$ cat config.mk
export PLATFORM = sky130hd
export DESIGN_NAME = onehot_grant_decoder
export DESIGN_NICKNAME = d
export VERILOG_FILES = /design/src/rtl/onehot_grant_decoder.sv
export SDC_FILE = /design/constraint.sdc
export NUM_CORES = 1
export LEC_CHECK = 0
export ABC_AREA = 1
export BUFFER_PORTS_ARGS = -buffer_cell sky130_fd_sc_hd__buf_2
export CAP_MARGIN = 40
export CORE_ASPECT_RATIO = 0.6
export CORE_MARGIN = 3
export CORE_UTILIZATION = 51
export CTS_CLUSTER_DIAMETER = 120
export CTS_CLUSTER_SIZE = 8
export DETAILED_ROUTE_END_ITERATION = 8
export PLACE_DENSITY = 0.82
export SLEW_MARGIN = 10
export SYNTH_ARGS = -nofsm -noshare
export SYNTH_HDL_FRONTEND = slang
export SYNTH_SLANG_ARGS = --single-unit
$ cat constraint.sdc
create_clock -name clk -period 1.95 [get_ports clk]
set_input_delay 0.0975 -clock clk [delete_from_list [all_inputs] [get_ports clk]]
set_output_delay 0.0975 -clock clk [all_outputs]
set_load 0.01 [all_outputs]
$ cat src/rtl/onehot_grant_decoder.sv
// onehot_grant_decoder
// Receiving end of the priority-grant path. Validates one-hot grant vectors, decodes
// them to a binary index and buffers the result in a small FIFO with valid/ready on
// both sides. Illegal codes are flagged per entry and counted in a saturating counter.
module onehot_grant_decoder #(
    parameter int N     = 3,
    parameter int IDXW  = 2,
    parameter int DEPTH = 4,
    parameter int ERRW  = 8
) (
    input  logic            clk,
    input  logic            rst,
    input  logic [N-1:0]    in_grant,
    input  logic            in_valid,
    output logic            in_ready,
    output logic [IDXW-1:0] out_idx,
    output logic [N-1:0]    out_onehot,
    output logic            out_err,
    output logic            out_valid,
    input  logic            out_ready,
    input  logic            err_clr,
    output logic [ERRW-1:0] err_count
);

    localparam int PTRW = $clog2(DEPTH);
    localparam int CNTW = PTRW + 1;

    // Decoded view of the incoming grant
    logic [IDXW-1:0] decIdx;
    logic [N-1:0]    decOnehot;
    logic            decErr;
    logic            anySet;
    logic            multiSet;

    // FIFO storage, one entry per accepted grant
    logic [IDXW-1:0] idxMem [DEPTH];
    logic [N-1:0]    ohMem  [DEPTH];
    logic            errMem [DEPTH];

    // Pointer, occupancy and handshake state
    logic [PTRW-1:0] wrPtr_q, wrPtr_d;
    logic [PTRW-1:0] rdPtr_q, rdPtr_d;
    logic [CNTW-1:0] count_q, count_d;
    logic            ready_q, ready_d;
    logic [ERRW-1:0] errCount_q, errCount_d;

    logic            push;
    logic            pop;

    // in_ready comes from a register so a consumer pop never reaches the producer
    // combinationally; both handshake outputs are forced low while reset is held.
    assign in_ready  = ready_q & ~rst;
    assign out_valid = (count_q != '0) & ~rst;
    assign push      = in_valid & in_ready;
    assign pop       = out_valid & out_ready;

    // The head entry drives the consumer directly from storage
    assign out_idx    = idxMem[rdPtr_q];
    assign out_onehot = ohMem[rdPtr_q];
    assign out_err    = errMem[rdPtr_q];
    assign err_count  = errCount_q;

    // Validate the grant: the highest set bit wins, anything other than exactly one bit is an error
    always_comb begin
        decIdx    = '0;
        anySet    = |in_grant;
        multiSet  = |(in_grant & (in_grant - N'(1)));
        for (int i = 0; i < N; i++) begin
            if (in_grant[i]) begin
                decIdx = IDXW'(i);
            end
        end
        decErr    = ~anySet | multiSet;
        decOnehot = anySet ? (N'(1) << decIdx) : '0;
    end

    // Write the decoded entry into the slot at the write pointer on a push
    always_ff @(posedge clk) begin
        if (push) begin
            idxMem[wrPtr_q] <= decIdx;
            ohMem[wrPtr_q]  <= decOnehot;
            errMem[wrPtr_q] <= decErr;
        end
    end

    // Next-state for pointers and occupancy; power-of-two depth makes pointers wrap naturally
    always_comb begin
        wrPtr_d = wrPtr_q;
        rdPtr_d = rdPtr_q;
        count_d = count_q;
        if (push) begin
            wrPtr_d = wrPtr_q + PTRW'(1);
        end
        if (pop) begin
            rdPtr_d = rdPtr_q + PTRW'(1);
        end
        case ({push, pop})
            2'b10:   count_d = count_q + CNTW'(1);
            2'b01:   count_d = count_q - CNTW'(1);
            default: count_d = count_q;
        endcase
        ready_d = (count_d != CNTW'(DEPTH));
    end

    // Register FIFO bookkeeping; reset empties the FIFO and leaves it ready to accept
    always_ff @(posedge clk) begin
        if (rst) begin
            wrPtr_q <= '0;
            rdPtr_q <= '0;
            count_q <= '0;
            ready_q <= 1'b1;
        end else begin
            wrPtr_q <= wrPtr_d;
            rdPtr_q <= rdPtr_d;
            count_q <= count_d;
            ready_q <= ready_d;
        end
    end

    // Error counter next-state: clear beats a same-cycle increment, increments stop at all-ones
    always_comb begin
        errCount_d = errCount_q;
        if (err_clr) begin
            errCount_d = '0;
        end else if (push && decErr && (errCount_q != {ERRW{1'b1}})) begin
            errCount_d = errCount_q + ERRW'(1);
        end
    end

    // Register the error counter
    always_ff @(posedge clk) begin
        if (rst) begin
            errCount_q <= '0;
        end else begin
            errCount_q <= errCount_d;
        end
    end

endmodule
Yosys cells after proc, flatten, opt, wreduce, memory -nomap -nowiden
Memory sizes are Yosys's and may differ from the RTL's. A register that Yosys moved wholly into a read port is not among the register bits.
Index checks and enable logic that the tools add are counted.
{"block": "totals", "ff_bits": 16, "ram_bits": 24, "word_cells": 45, "memories": 3}
{"block": "classes", "add_sub_neg": 6, "n_eq_ne": 4, "n_shift": 1, "muxes": 12, "bitwise_logic": 8, "reduce_logical": 6}
{"memory": "ohMem", "words": 4, "width": 3, "read_ports": 1, "rd_clocked_by_memory_dff": 1, "write_ports": 1, "line_no": "37", "text": "logic [N-1:0] ohMem [DEPTH];"}
{"memory": "idxMem", "words": 4, "width": 2, "read_ports": 1, "rd_clocked_by_memory_dff": 1, "write_ports": 1, "line_no": "36", "text": "logic [IDXW-1:0] idxMem [DEPTH];"}
{"memory": "errMem", "words": 4, "width": 1, "read_ports": 1, "rd_clocked_by_memory_dff": 1, "write_ports": 1, "line_no": "38", "text": "logic errMem [DEPTH];"}
{"op": "2-bit two-way mux", "n": 7}
{"op": "8-bit by 1-bit adder with 8-bit output, second input constant", "n": 1}
{"op": "8-bit != test, second input constant", "n": 1}
{"op": "3-bit case mux with 2 select lines", "n": 1}
{"op": "3-bit OR reduction", "n": 2}
{"op": "3-bit by 1-bit subtractor with 3-bit output, second input constant", "n": 2}
{"op": "2-bit by 1-bit adder with 2-bit output, second input constant", "n": 2}
{"op": "1-bit AND", "n": 4}
{"op": "3-bit by 1-bit adder with 3-bit output, second input constant", "n": 1}
{"op": "3-bit AND", "n": 1}
{"op": "1-bit two-way mux", "n": 3}
{"op": "3-bit two-way mux", "n": 1}
{"op": "3-bit != test, second input constant", "n": 1}
{"op": "3-bit nonzero test", "n": 1}
{"op": "1-bit by 2-bit << shifter with 3-bit output, first input constant", "n": 1}
{"op": "2-bit by 1-bit equality test with 1-bit output, second input constant", "n": 1}
{"op": "2-bit equality test, second input constant", "n": 1}
{"op": "1-bit logical AND", "n": 2}
{"op": "1-bit inverter", "n": 2}
{"op": "2-bit OR reduction", "n": 1}
{"op": "1-bit OR", "n": 1}

Longest topological paths before layout
Gate-level depths: netlist of the first run.
{"block": "depth", "depth_word": 6, "depth_mapped": 13, "depth_no_buf": 13}

Least setup slack after synthesis of the first run
No wires, ideal clock.
{"block": "synth_timing", "path_type": "register to register", "from": "register count_q[0]", "to": "register ready_q", "t_arrival_ps": 1933, "t_required_ps": 1827, "path_slack_ps": -106, "path_stages_with_launch": 14, "n_path_buf": 0, "path_cell_list": "dfxtp_1 -> inv_1 -> a31oi_1 -> nand2_1 -> inv_1 -> ha_1 -> inv_1 -> fa_1 -> a21oi_1 -> o21ai_0 -> nand2_1 -> nand2_1 -> nor2_1 -> nand3_1"}
{"block": "synth_via", "elab_chain_len": 6, "word_cells_on_any_way": 9, "classes_between": "add/sub (2); eq/ne (3); mux (1); bitwise (2); reduce/logical (1)"}
{"item": "start, declared", "line_no": "43", "text": "logic [CNTW-1:0] count_q, count_d;"}
{"item": "start signal, assigned", "line_no": "115", "text": "count_q <= count_d;"}
{"item": "3-bit nonzero test *", "line_no": "53", "text": "assign out_valid = (count_q != '0) & ~rst;"}
{"item": "1-bit AND *", "line_no": "53"}
{"item": "via out_valid", "line_no": "19", "text": "output logic out_valid,"}
{"item": "1-bit AND *", "line_no": "55", "text": "assign pop = out_valid & out_ready;"}
{"item": "via pop", "line_no": "48", "text": "logic pop;"}
{"item": "2-bit by 1-bit equality test with 1-bit output / 2-bit equality test (equally long branches)", "line_no": "97", "text": "case ({push, pop})"}
{"item": "3-bit case mux with 2 select lines *", "line_no": "97"}
{"item": "3-bit != test *", "line_no": "102", "text": "ready_d = (count_d != CNTW'(DEPTH));"}
{"item": "end signal, assigned", "line_no": "116", "text": "ready_q <= ready_d;"}
{"item": "end, declared", "line_no": "44", "text": "logic ready_q, ready_d;"}
The timed path passes the listed nets; every way through them passes the cells marked *.
A chain may end at the register's enable or synchronous reset.

Worst setup path after layout of the first run
{"block": "layout_timing", "from": "register count_q[0]", "to": "register ready_q"}
{"block": "layout_via", "elab_chain_len": 6, "word_cells_on_any_way": 9, "classes_between": "add/sub (2); eq/ne (3); mux (1); bitwise (2); reduce/logical (1)"}
{"item": "3-bit nonzero test *", "line_no": "53"}
{"item": "1-bit AND *", "line_no": "53"}
{"item": "1-bit AND *", "line_no": "55"}
{"item": "via pop", "line_no": "48"}
{"item": "2-bit by 1-bit equality test with 1-bit output / 2-bit equality test (equally long branches)", "line_no": "97"}
{"item": "3-bit case mux with 2 select lines *", "line_no": "97"}
{"item": "3-bit != test *", "line_no": "102"}
Marked as above.

==> impl_results.md, run 1 <==
* Status: completed
* Synth Area in Simple Gates at 20.9%
* MaxCap Viol Count at 0
* Num CTS Buffers at 5
* CP Data Arrival Time at 2050 ps
* Net Switching at 0.438 mW
* Antenna Nets Post-Route at 0
* Sequential power share at 52.4%
* Routability Congestion at 0.774
* Slowest cell on crit path: fa_2
* Initial antenna violation count at 0
* R2R setup slack at 90 ps
* Port Buffers at 23
* Syn Std Cell Area at 0.00177 mm^2
* Main combinational cell family by area after synthesis: simple AND/OR/NAND/NOR gates
* Final hold vios at 0
* Startpoint types: flop
* Drt pass-1 iters at 4
* IO Count at 24
* Core Area at 0.00310 mm^2
* Initial DRC Count at 78
* Hold crit path type: in -> reg
* CTS tree: done
* Gr usage total at 17.4%
* Fill cell count at 260
* Area growth from synthesis to layout at 18.6%
* Int Power at 1.25 mW
* CP Max Fanout at 3
* Worst skew pair latency at 290 ps
* Relative slew margins at 65.7%
* Worst Path Buf+Inv at 3
* Overflow after GRT at 0
* Vias in the first global route at 1,181
* Die X at 82.1 um
* First-pass GRT wire length at 5250 um
* Count of cell types in the netlist at 28
* Cells along the critical path: inv_2, a31oi_4, nand2_2, inv_2, ha_4, inv_4, fa_2, a21oi_2, o21ai_2, nand2_1, nand2_1, nor2_2, nand3_1
* Post-route cell area at 0.00210 mm^2
* ANT cells at 0
* Synth Register Bits at 38
* Clock Skews at 4.86 ps
* # DRC at 0
* Crit path capture type: flop
* Setup Viol. Count Final at 0
* Initial Util at 57.3%
* Slew at the pin closest to its max-slew limit at 513 ps
* Tmin final at 1860 ps
* Fmax at 537 MHz
* Die height at 51.7 um
* Top delay family on crit path: adder cells
* H-tree depth at 2
* Mapped Cells at 202
* Clk slew on worst S/H paths at 80 ps
* VDD IR-drop max at 0.000665 V
* Final Routed Wirelength at 3220 um
* Core Rows at 15
* Root Buffer: clkbuf_8
* Mean post-synth cell area at 8.78 um^2
* Clock group share of total power at 33.8%
* Crit-path max cell delay at 370 ps
* Post-DP HPWL at 2260 um
* DR vias/cell at 4.96
* Share of cells above drive strength 1 at 26.0%
* Hold buffer count at cts at 0
* Pwr Density at 803 mW/mm^2
* Die area at 0.00424 mm^2
* Synth Area in Compound Gates at 10.4%
* Nets at 249
* RSZ-0062 raised after global routing: yes
* Sinks on Clock Net at 38
* Combinational power share at 13.8%
* Post-synthesis xor/xnor area fraction at 0.494%
* CTS max path bufs at 2
* Switch share at 26.0%
* Setup TNS at 0 ps
* Post-Synthesis Net Count at 217
* Average wire per cell in the routed design at 11.6 um
* WS Path Type: reg -> reg
* Max-slew violations at 0
* Yosys warns at 0
* Post-place instance area at 0.00197 mm^2
* Fraction of synthesized area in multiplexers at 0%
* Period utilization at 95.6%
* Largest net degree at the start of global routing at 13
* CP required at 2140 ps
* Leakage at 0.879 nW
* Sequential fraction of the synthesis area at 54.2%
* Post-synthesis adder-cell area fraction at 5.36%
* Vias after detailed routing at 1,373
metrics by stage:
| step | util (%) | hold slack [ps] | worst slack, ps | power [mW] | std cells |
|---|---|---|---|---|---|
| 6_report | 67.9 | 64.0 | 86.6 | 1.69 | 277 |
| 4_1_cts | 66.7 | 64.1 | 26.4 | 1.68 | 276 |
| 5_1_grt | 67.9 | 82.7 | -65.9 | 1.76 | 277 |
| 3_5_place_dp | 63.5 | 389 | -49.3 | 1.11 | 268 |
| 3_3_place_gp | 63.5 | 381 | 41.5 | 1.11 | 268 |
| 2_1_floorplan | - | 170 | 23.0 | 1.04 | 202 |
what timing repair did:
action | 4_1_cts | 5_1_grt
buffers inserted | 0 | 1
gates resized for setup | 2 | 13
endpoints found under the setup margin | 1 | 2
pin swaps | 2 | 6
synth_stat cells:
cell type / n / area, um^2
fa_1: 1 / 20.0
edfxtp_1: 20 / 601
nor2_2: 2 / 12.5
buf_4: 1 / 7.51
nand2_2: 1 / 6.26
inv_1: 29 / 109
o21ai_0: 14 / 70.1
nand3_2: 1 / 10.0
nand2_4: 1 / 11.3
a31oi_1: 1 / 6.26
a21boi_1: 1 / 7.51
nor2_1: 37 / 139
ha_1: 6 / 75.1
nand3_4: 1 / 17.5
o21ai_1: 4 / 20.0
clkinv_1: 1 / 3.75
nor3_1: 1 / 5.00
nand2_1: 29 / 109
nand4_1: 4 / 25.0
nand3_1: 7 / 35.0
inv_2: 4 / 15.0
xnor2_1: 1 / 8.76
o22ai_1: 5 / 31.3
dfxtp_1: 18 / 360
a21oi_2: 1 / 8.76
a21oi_1: 8 / 40.0
clkbuf_1: 2 / 7.51
buf_6: 1 / 11.3
power groups by stage:
stage	sequential [mW]	combinational, mW	clock, mW
floorplan	0.900	0.143	0
global placement	0.901	0.209	0
detailed placement	0.902	0.210	0
CTS	0.884	0.214	0.586
global route	0.889	0.264	0.609
finish	0.885	0.232	0.571
worst reg2reg max path, stage by stage (launching register included):
cell and delay (ps):
dfxtp_2 340, inv_2 50, a31oi_4 180, nand2_2 80
inv_2 60, ha_4 130, inv_4 40, fa_2 370
a21oi_2 160, o21ai_2 80, nand2_1 60, nand2_1 50
nor2_2 90, nand3_1 70
cells in the final DEF (no fill, tap or decap):
cell and count:
nor2_1 36, nand2_1 28, inv_1 25, buf_2 23, edfxtp_1 20, dfxtp_1 16
o21ai_0 13, inv_2 7, a21oi_1 7, nand3_1 7, clkbuf_8 6, buf_4 6
o22ai_1 5, ha_1 5, o21ai_1 4, nand4_1 4, nor2_2 3, nand2_2 2
a21oi_2 2, dfxtp_2 2, a31oi_4 1, nor3_1 1, clkinv_1 1, nand3_2 1
nand2_4 1, inv_4 1, nand3_4 1, o21ai_2 1, xnor2_1 1, a21boi_1 1
fa_2 1, ha_4 1, clkinv_2 1, clkinvlp_4 1
logic make-up (layout without fill, tap and decap cells):
| family | count (synthesis) | count (layout) |
|---|---|---|
| xor gates and xnor gates | 1 | 1 |
| and+or+nand+nor | 84 | 84 |
| AOI/OAI and AO/OA | 34 | 34 |
| adders and majority gates | 7 | 7 |
| buffers and inverters | 38 | 71 |
| DFF | 38 | 38 |
metal layers:
layer	track usage (%)	vias up	routed length (um)
met3	4.67	9	157
met2	25.7	32	1400
met4	10.8	0	81
met5	0	-	0
met1	22.7	613	1580
li1	-	719	-
sequential cells by signal, indices dropped and copies added, names as in the netlist, named ones only:
register	count
ready_q	1
ohMem	9
errMem	4
count_q	3
rdPtr_q	2
wrPtr_q	2
err_count	8
idxMem	7
area by class of cell:
class / count / area (um^2) / area share [%]
Clock buffer: 6 / 82.6 / 3.93
Timing Repair Buffer: 29 / 160 / 7.62
Clock inverter: 2 / 12.5 / 0.595
Sequential cell: 38 / 963 / 45.8
Multi-Input combinational cell: 126 / 701 / 33.3
Tap cell: 42 / 52.6 / 2.50
Inverter: 34 / 130 / 6.19
worst paths after layout:
kind / startpoint / to / cells past startpoint
worst max register to register: count_q[0] / ready_q / 13
worst min register to register: rdPtr_q[1] / flop / 2
worst min-delay path: rst / count_q[0] / 2
worst max-delay path: count_q[0] / ready_q / 13
Note: power is estimated with default switching activity, not from simulation.
==> run 2: changes to the inputs <==
CORE_UTILIZATION = 50   (was 51)
SLEW_MARGIN = 0   (was 10)
==> run 2 against run 1 <==
  * Register-to-register slack got worse by 40 ps
  * Count of clock-buffer cells in the layout fell by 1
  * Critical path type unchanged
  * Largest cell class unchanged
  * Via count rose by 0.58%
  * Die area rose by 1.8%
  * Core utilization fell by 5.2 points
==> impl_results.md, run 2 (synthesis results as in run 1) <==
* # DRC at 0 (unchanged)
* Worst Path Buf+Inv at 3 (unchanged)
* CTS tree: done (unchanged)
* Initial DRC Count at 40 (was 78)
* Final Routed Wirelength at 3600 um (was 3220 um)
* Initial Util at 53.4% (was 57.3%)
* VDD IR-drop max at 0.000434 V (was 0.000665 V)
* Crit path capture type: flop (unchanged)
* RSZ-0062 raised after global routing: yes (unchanged)
* Routability Congestion at 0.848 (was 0.774)
* Fmax at 524 MHz (was 537 MHz)
* Largest net degree at the start of global routing at 13 (unchanged)
* Final core utilization at 62.7% (was 67.9%)
* H-tree depth at 2 (unchanged)
* Nets at 249 (unchanged)
* ANT cells at 0 (unchanged)
* CP most frequent cell: nand2_1
* Setup Viol. Count Final at 0 (unchanged)
* IO Count at 24 (unchanged)
* Core Rows at 16 (was 15)
* Reg2reg path depth at 13 (unchanged)
* Num CTS Buffers at 5 (unchanged)
* Gr usage total at 17.8% (was 17.4%)
* Average wire per cell in the routed design at 12.9 um (was 11.6 um)
* MaxCap Viol Count at 0 (unchanged)
* Relative slew margins at 64.7% (was 65.7%)
* Max-slew violations at 0 (unchanged)
* Footprint of the multi-input gates at 688 um^2 (was 701 um^2)
* Clk slew on worst S/H paths at 70 ps (was 80 ps)
* Die X at 82.9 um (was 82.1 um)
* Max FFs per register at 9 (unchanged)
* Period utilization at 97.8% (was 95.6%)
* Hold crit path type: in -> reg (unchanged)
* Area growth from synthesis to layout at 17.4% (was 18.6%)
* CP Data Arrival Time at 2090 ps (was 2050 ps)
* Final hold vios at 0 (unchanged)
* Worst hold stages at 2 (unchanged)
* Vias in the first global route at 1,263 (was 1,181)
* Initial antenna violation count at 0 (unchanged)
* Most flops, register: ohMem (unchanged)
* Slowest cell on crit path: fa_2 (unchanged)
* Vias after detailed routing at 1,381 (was 1,373)
* Pre-CTS WS at -51.8 ps (was -49.3 ps)
* CTS max path bufs at 2 (unchanged)
* Share of cells above drive strength 1 at 25.1% (was 26.0%)
* CP required at 2130 ps (was 2140 ps)
* Most common cell after layout, fill and taps aside: nor2_1 (unchanged)
* DR vias/cell at 4.93 (was 4.96)
* Die area at 0.00432 mm^2 (was 0.00424 mm^2)
* WS Path Type: reg -> reg (unchanged)
* Worst skew pair latency at 290 ps (about the same)
* Startpoint types: flop (unchanged)
* Core Area at 0.00332 mm^2 (was 0.00310 mm^2)
* Status: completed (unchanged)
* Post-DP HPWL at 2540 um (was 2260 um)
* Crit-path max cell delay at 370 ps (about the same)
* Hold buffer count at cts at 0 (unchanged)
* Port Buffers at 23 (unchanged)
* Slew at the pin closest to its max-slew limit at 527 ps (was 513 ps)
* Fill cell count at 315 (was 260)
* Root Buffer: clkbuf_8 (unchanged)
* Cells along the critical path: inv_2, a31oi_4, nand2_1, inv_1, ha_2, inv_2, fa_2, a21oi_2, o21ai_2, nand2_1, nand2_1, nor2_2, nand3_1 (was inv_2, a31oi_4, nand2_2, inv_2, ha_4, inv_4, fa_2, a21oi_2, o21ai_2, nand2_1, nand2_1, nor2_2, nand3_1)
* Most frequent cells in the layout: nor2_1 (36), nand2_1 (29), inv_1 (26) (was nor2_1 (36), nand2_1 (28), inv_1 (25))
* Final worst setup slack at 43.0 ps (was 86.6 ps)
* Antenna Nets Post-Route at 0 (unchanged)
* Crit path depth at 13 (unchanged)
* Pwr Density at 786 mW/mm^2 (was 803 mW/mm^2)
* Die height at 52.1 um (was 51.7 um)
* CP Max Fanout at 3 (unchanged)
* Sinks on Clock Net at 38 (unchanged)
* Reg area at 965 um^2 (was 963 um^2)
* Overflow after GRT at 0 (unchanged)
* Drt pass-1 iters at 4 (unchanged)
* Tmin final at 1910 ps (was 1860 ps)
* Leakage at 0.873 nW (was 0.879 nW)
* Top delay family on crit path: adder cells (unchanged)
* Clock Skews at 4.30 ps (was 4.86 ps)
* First-pass GRT wire length at 5800 um (was 5250 um)
-- run 2: repair_timing --
action | in CTS | in global routing
setup endpoints to repair | 1 | 2
gates cloned | 0 | 0
gates resized for setup | 3 | 9
pin swaps | 1 | 4
setup buffers | 1 | 0
-- run 2: routing by layer --
| layer | vias to the layer above | global-route usage (%) | wire length (um) |
|---|---|---|---|
| li1 | 723 | - | - |
| met1 | 624 | 22.9 | 1770 |
| met2 | 27 | 29.3 | 1620 |
| met3 | 7 | 4.75 | 166 |
| met4 | 0 | 6.52 | 47 |
| met5 | - | 0 | 0 |
-- run 2: worst reg2reg max path: stages (launching register included) --
cell,delay [ps]
dfxtp_2,340
inv_2,50
a31oi_4,170
nand2_1,80
inv_1,60
ha_2,160
inv_2,60
fa_2,370
a21oi_2,140
o21ai_2,70
nand2_1,60
nand2_1,50
nor2_2,120
nand3_1,80
-- run 2: layout make-up --
class	count	area share, %
clock inverter	3	0.781
clock buffer	5	3.31
inverter	34	6.13
multi-input combinational	126	33.1
tap	45	2.70
timing repair buffer	29	7.69
sequential	38	46.3
-- run 2: per-stage QoR --
stage / area (um^2) / TNS, ps / total power, mW / hold slack, ps / instances
floorplan: 1790 / 0 / 1.04 / 170 / 202
global placement: 1970 / 0 / 1.11 / 379 / 271
detailed placement: 1970 / -51.8 / 1.12 / 390 / 271
CTS: 2070 / 0 / 1.64 / 68.7 / 280
global route: 2080 / -68.1 / 1.71 / 90.1 / 280
finish: 2080 / 0 / 1.64 / 64.7 / 280
-- run 2: worst paths after layout --
path | start | to | slack (ps)
max | count_q[1] | ready_q | 40
min | rst | count_q[0] | 60
max reg2reg | count_q[1] | ready_q | 40
min reg2reg | rdPtr_q[1] | flop | 480
-- run 2: where the power goes --
group | total [mW] | switching (mW) | internal [mW] | leakage [nW]
sequential | 0.886 | 0.0150 | 0.871 | 0.330
clock | 0.528 | 0.284 | 0.245 | 0.0416
combinational | 0.222 | 0.135 | 0.0869 | 0.502
total | 1.64 | 0.433 | 1.20 | 0.873
